### src/rtl/hazard_unit.sv
// Pipeline hazard control: forwarding selects, load-use and branch stall/flush, multiply/divide hold FSM.
// The multiply/divide FSM is only built when MULDIV_EN is defined.
module hazard_unit #(
    parameter int unsigned MUL_CYCLES = 3,
    parameter int unsigned DIV_CYCLES = 32
) (
    input  logic       clk,
    input  logic       reset,
    input  logic [4:0] A1_D,
    input  logic [4:0] A2_D,
    input  logic [4:0] A1_E,
    input  logic [4:0] A2_E,
    input  logic [4:0] A3_E,
    input  logic [4:0] A3_M,
    input  logic [4:0] A3_W,
    input  logic       RegWriteM,
    input  logic       RegWriteW,
    input  logic       MemReadE,
    input  logic       PCSrcE,
    input  logic       MulStartE,
    input  logic       DivStartE,
    output logic [1:0] ForwardAE,
    output logic [1:0] ForwardBE,
    output logic       StallF,
    output logic       StallD,
    output logic       StallE,
    output logic       FlushD,
    output logic       FlushE,
    output logic       FlushM,
    output logic       MulDivBusy,
    output logic       MulDivDoneE
);

    logic lw_stall;
    logic md_stall;

    // Memory-stage result is newer than Writeback, so it wins when both match.
    always_comb begin
        ForwardAE = 2'b00;
        if (RegWriteM && (A3_M != '0) && (A3_M == A1_E))
            ForwardAE = 2'b10;
        else if (RegWriteW && (A3_W != '0) && (A3_W == A1_E))
            ForwardAE = 2'b01;

        ForwardBE = 2'b00;
        if (RegWriteM && (A3_M != '0) && (A3_M == A2_E))
            ForwardBE = 2'b10;
        else if (RegWriteW && (A3_W != '0) && (A3_W == A2_E))
            ForwardBE = 2'b01;
    end

    always_comb begin
        lw_stall = MemReadE && (A3_E != '0) && ((A3_E == A1_D) || (A3_E == A2_D));
    end

`ifdef MULDIV_EN
    localparam int unsigned MAX_N = (MUL_CYCLES > DIV_CYCLES) ? MUL_CYCLES : DIV_CYCLES;
    localparam int unsigned CW    = ($clog2(MAX_N) < 5) ? 5 : $clog2(MAX_N);

    typedef enum logic [1:0] {
        IDLE = 2'd0,
        BUSY = 2'd1,
        DONE = 2'd2
    } state_t;

    state_t          state_q, state_d;
    logic [CW-1:0]   cnt_q, cnt_d;

    always_comb begin
        state_d = state_q;
        cnt_d   = cnt_q;
        case (state_q)
            IDLE: begin
                if (MulStartE) begin
                    cnt_d   = CW'(MUL_CYCLES - 2);
                    state_d = (MUL_CYCLES == 2) ? DONE : BUSY;
                end else if (DivStartE) begin
                    cnt_d   = CW'(DIV_CYCLES - 2);
                    state_d = (DIV_CYCLES == 2) ? DONE : BUSY;
                end
            end
            BUSY: begin
                if (cnt_q == CW'(1))
                    state_d = DONE;
                else
                    cnt_d = cnt_q - CW'(1);
            end
            DONE:    state_d = IDLE;
            default: state_d = IDLE;
        endcase
    end

    always_ff @(posedge clk or posedge reset) begin
        if (reset) begin
            state_q <= IDLE;
            cnt_q   <= '0;
        end else begin
            state_q <= state_d;
            cnt_q   <= cnt_d;
        end
    end

    // Gate with reset so an abandoned op cannot stall through the IDLE-with-start path.
    always_comb begin
        md_stall    = !reset && (((state_q == IDLE) && (MulStartE || DivStartE)) || (state_q == BUSY));
        MulDivBusy  = (state_q != IDLE);
        MulDivDoneE = (state_q == DONE);
    end
`else
    logic unused_md;

    always_comb begin
        md_stall    = 1'b0;
        MulDivBusy  = 1'b0;
        MulDivDoneE = 1'b0;
        unused_md   = ^{clk, reset, MulStartE, DivStartE, MUL_CYCLES[0], DIV_CYCLES[0]};
    end
`endif

    always_comb begin
        StallF = lw_stall || md_stall;
        StallD = lw_stall || md_stall;
        StallE = md_stall;
        FlushM = md_stall;
        FlushD = PCSrcE;
        FlushE = (lw_stall || PCSrcE) && !md_stall;
    end

endmodule
### config.mk
export PLATFORM = sky130hd
export DESIGN_NAME = hazard_unit
export DESIGN_NICKNAME = d
export VERILOG_FILES = /design/src/rtl/hazard_unit.sv
export SDC_FILE = /design/constraint.sdc
export NUM_CORES = 1
export LEC_CHECK = 0
export ABC_AREA = 1
export CORE_MARGIN = 10
export CORE_UTILIZATION = 31
export DETAILED_ROUTE_END_ITERATION = 7
export PLACE_DENSITY = 0.84
export SYNTH_ARGS = -nofsm -noshare
export SYNTH_HDL_FRONTEND = slang
export SYNTH_SLANG_ARGS = --single-unit
### constraint.sdc
create_clock -name vclk -period 1.2
set_input_delay 0.24 -clock vclk [all_inputs]
set_output_delay 0.24 -clock vclk [all_outputs]
set_load 0.02 [all_outputs]
## Word-level counts from Yosys, hierarchy flattened

Cells that the tools add are included.

- Input port bits: 43
- Logic and storage cells: 23
- Register bits after elaboration: 0
- Output and inout bits: 12

- Equality and inequality tests: 6
- Reductions and logical operators: 13
- Multiplexer cells: 4

Operators by type and width:

| cell | number |
|---|---|
| $eq 5x5->1 | 6 |
| $reduce_bool 5->1 | 3 |
| $logic_and 1x1->1 | 8 |
| $mux 2 | 2 |
| $logic_or 1x1->1 | 2 |
| $mux 1 | 2 |

## Depth between registers and ports, before layout

- Depth in word-level cells: 5
- Gate-level depth with buffers: 9
- Mapped depth without buffers: 8

## Least setup slack after synthesis

OpenSTA, ideal clock, no wires.

- Kind: in2out
- Start: in A3_M[1]
- End: out ForwardAE[0]
- Stages on the path: 4
- Buffers on the path: 0
- Arrival: 1011 ps
- Path slack: -51 ps
- Data required time: 960 ps
- Cells stage by stage: xnor2_1 -> nand2_1 -> nor3_2 -> nor2_1

- Longest elaborated chain between the ends: 4
- Elaborated cells between the ends (all ways): 5
- Those cells by class: eq/ne: 1; mux: 1; reduce/logical: 3

RTL lines:

| element | line | RTL |
|---|---|---|
| from (decl) | 14 | `input logic [4:0] A3_M,` |
| $reduce_bool 5->1 | 40 | `if (RegWriteM && (A3_M != '0) && (A3_M == A1_E))` |
| $logic_and 1x1->1 | 40 |  |
| $logic_and 1x1->1 (*) | 40 |  |
| $mux 2 (*) | 40 |  |
| to (decl) | 22 | `output logic [1:0] ForwardAE,` |

Mark *: on every way between the ends. The rest lies on a longest branch, timed or not.

## Worst setup path in the final report

- Start: in A2_E[3]
- End: out ForwardBE[0]

- Longest elaborated chain between the ends: 4
- Elaborated cells between the ends (all ways): 6
- Those cells by class: eq/ne: 2; mux: 2; reduce/logical: 2

RTL lines:

| element | line | RTL |
|---|---|---|
| from (decl) | 12 | `input logic [4:0] A2_E,` |
| $eq 5x5->1 | 48 | `else if (RegWriteW && (A3_W != '0) && (A3_W == A2_E))` |
| $logic_and 1x1->1 | 48 |  |
| $mux 1 | 48 |  |
| $mux 2 (*) | 46 | `if (RegWriteM && (A3_M != '0) && (A3_M == A2_E))` |
| to (decl) | 23 | `output logic [1:0] ForwardBE,` |

Marked as above.

==> tab_implementation.tex <==
\begin{tabular}{lr}
\hline
Metric & Value \\
\hline
\multicolumn{2}{l}{\textbf{Status}} \\
Result of the run & complete, but fails checks \\
Violated checks & setup timing \\
\multicolumn{2}{l}{\textbf{Final layout}} \\
Sequential cell count & 0 \\
Sequential cell area & 0 sq um \\
N\_diodes & 0 \\
Util after Layout & 0.693 \\
Clock buffer instance count of the final layout & 0 \\
Synthesis-to-finish area growth & 113\% \\
Share of cells above drive strength 1 & 0.530 \\
Area used by multi-input combinational logic & 621 sq um \\
Fill cell total of the finished layout & 135 \\
Net count, final & 196 \\
\multicolumn{2}{l}{\textbf{Die}} \\
Placement Rows & 15 \\
Io pins & 55 \\
Area of the die & 3890 sq um \\
Starting density of the core & 0.326 \\
Die span in x & 62.4 um \\
Die outline height & 62.4 um \\
Core footprint & 1710 sq um \\
\multicolumn{2}{l}{\textbf{Synth}} \\
XOR/XNOR Fraction of Synth Area & 0.346 \\
Number of warnings reported in the yosys synthesis log & 0 \\
Area of the mapped netlist & 557 sq um \\
Sequential element share of the synthesized area & 0 \\
Largest family of logic cells by synthesized area & simple AND/OR/NAND/NOR gates \\
Count of mapped cells out of synthesis & 105 \\
Share of synthesized cell area in and, or, nand and nor gates & 0.449 \\
Arithmetic-cell share of the synthesized area counting full adders, half adders and majority gates & 0 \\
Mux cell area share after synthesis & 0 \\
Portion of synthesized cell area occupied by the leading cell type & 0.252 \\
Number of distinct library cell variants in the gate-level netlist after synthesis & 15 \\
Largest area contributor in the synthesized netlist & sky130\_fd\_sc\_hd\_\_xnor2\_1 \\
Cell types occupying the most area after synthesis & sky130\_fd\_sc\_hd\_\_xnor2\_1 25\%, sky130\_fd\_sc\_hd\_\_nand2\_1 22\%, sky130\_fd\_sc\_hd\_\_nor2\_1 9.4\%, sky130\_fd\_sc\_hd\_\_xor2\_1 9.4\%, sky130\_fd\_sc\_hd\_\_buf\_4 8.1\% \\
Area fraction in compound gates after synthesis & 0.00899 \\
Mean Syn Cell Area & 5.30 sq um \\
\multicolumn{2}{l}{\textbf{Route}} \\
WL final & 2300 um \\
Vias after detailed routing & 760 \\
Average vias per placed instance & 4.32 \\
Number of remaining DRC errors & 0 \\
Drt first pass iters & 4 \\
Remaining number of nets flagged by the antenna check after routing & 0 \\
Drt wl/cell & 13.1 um \\
Violation count after the first detailed-routing iteration & 27 \\
\multicolumn{2}{l}{\textbf{Place}} \\
HPWL reported at the end of detailed placement & 1900 um \\
Placer's final routability congestion estimate & 0.815 \\
Number of port buffers & 47 \\
\multicolumn{2}{l}{\textbf{Setup path}} \\
Startpoint type of the worst setup path & input pin \\
Capturing element type of the critical path & output pin \\
Critical path required time & 0.96 ns \\
Category of the most critical setup path & input pin to output pin \\
Worst Path Max Fanout & 2 \\
Arrival time reported for the critical path endpoint & 1.08 ns \\
\multicolumn{2}{l}{\textbf{Power and ir drop}} \\
Pwr/cell area & 356 nW/um\^{}2 \\
Reported leakage power & 0.643 nW \\
Total power draw & 421 uW \\
VDD IR max & 0.218 mV \\
\multicolumn{2}{l}{\textbf{Worst hold path}} \\
Min-delay worst type & input pin to output pin \\
\multicolumn{2}{l}{\textbf{STA}} \\
Min cycle time layout & 1.32 ns \\
Post-route fraction of the period consumed by the critical path & 1.10 \\
Worst slack on hold paths & 0.884 ns \\
Number of setup violations in the final report & 6 \\
Worst setup margin & -0.125 ns \\
Number of endpoints with negative hold slack in the final report & 0 \\
Maximum clock frequency & 0.755 GHz \\
Count of pins over their slew limit & 0 \\
Unrepaired setup endpoints after global routing & true \\
\multicolumn{2}{l}{\textbf{Global route}} \\
All-Layer GR Usage & 0.103 \\
Global-route congestion overflow total & 0 \\
Initial antenna violation count & 0 \\
Vias in the first global route & 816 \\
Pin count of the biggest net entering global routing & 5 \\
First-pass GRT wire length & 3490 um \\
\multicolumn{2}{l}{\textbf{Clock tree}} \\
Number of hold-repair buffers added at the cts stage & 0 \\
Total setup buffers inserted after CTS & 0 \\
\multicolumn{2}{l}{\textbf{Run}} \\
Number of max-cap violations & 0 \\
\hline
\end{tabular}
==> cell type report <==
type,instances,share of cell area
Tap cell,25,0.0264
Inverter,16,0.0518
Timing Repair Buffer,49,0.397
Multi-Input combinational cell,86,0.524
==> synthesized netlist by cell type <==
library cell / number
sky130_fd_sc_hd__o21ai_1: 1
sky130_fd_sc_hd__nor3_1: 3
sky130_fd_sc_hd__conb_1: 1
sky130_fd_sc_hd__buf_4: 6
sky130_fd_sc_hd__inv_1: 10
sky130_fd_sc_hd__xnor2_1: 16
sky130_fd_sc_hd__nor2_1: 14
sky130_fd_sc_hd__inv_2: 5
sky130_fd_sc_hd__nand3_1: 5
sky130_fd_sc_hd__xor2_1: 6
sky130_fd_sc_hd__nor3_2: 2
sky130_fd_sc_hd__nand3b_1: 1
sky130_fd_sc_hd__nand2_2: 1
sky130_fd_sc_hd__clkinv_1: 1
sky130_fd_sc_hd__nand2_1: 33
==> cell families (layout without fill, tap and decap cells) <==
kind of cell,after synthesis,count (layout)
xor+xnor,22,22
buf+inv,22,65
simple gates,59,59
compound gates,1,1
other cells,1,4
==> stage by stage <==
step           setup WS, ns  setup TNS (ns)  cells  instance area, sq um
6_report             -0.125          -0.331    176                  1180
5_1_grt              -0.180          -0.697    176                  1180
4_1_cts             -0.0870          -0.414    176                  1040
3_5_place_dp          -1.00           -7.08    176                  1050
3_3_place_gp         -0.969           -6.92    176                  1050
2_1_floorplan        0.0203               0    108                   581
==> where the power goes <==
group	total (mW)	switching (mW)	internal, mW
registers	0	0	0
clock network	0	0	0
logic	0.421	0.190	0.231
==> critical path, cell delays in order <==
cell                      delay [ns]
sky130_fd_sc_hd__buf_4          0.13
sky130_fd_sc_hd__xor2_2         0.13
sky130_fd_sc_hd__nor3_1         0.22
sky130_fd_sc_hd__nand2_1        0.10
sky130_fd_sc_hd__nor2_1         0.12
sky130_fd_sc_hd__buf_4          0.15
==> path summary, 6_finish.rpt <==
| path | start | endpoint | slack [ns] | cells after the start |
|---|---|---|---|---|
| worst max-delay path | A2_E[3] | ForwardBE[0] | -0.12 | 6 |
| worst min-delay path | A1_E[2] | ForwardAE[1] | 0.88 | 5 |
==> what timing repair did <==
action,CTS,global route
setup endpoints to repair,8,7
gates resized for setup,227,36
endpoints found under the hold margin,0,0
pin swaps,54,34
==> per-layer routing <==
metal | vias to the layer above | global-route usage | part of all wire
met2 | 45 | 0.167 | 0.44
met5 | - | 0 | 0
met4 | 0 | 0.0112 | 0.0091
li1 | 394 | - | -
met3 | 2 | 0.0358 | 0.11
met1 | 319 | 0.130 | 0.44
==> cells in the final DEF, fill, tap and decap left out, drive strengths merged <==
cell type / n
nor2: 14
inv: 15
xor2: 6
clkinv: 1
conb: 4
dlygate4sd2: 3
buf: 44
clkdlybuf4s50: 1
nand3b: 1
xnor2: 16
nand3: 5
o21ai: 1
clkdlybuf4s15: 1
nor3: 5
nand2: 34
No activity file was read; power rests on OpenSTA's default activity.
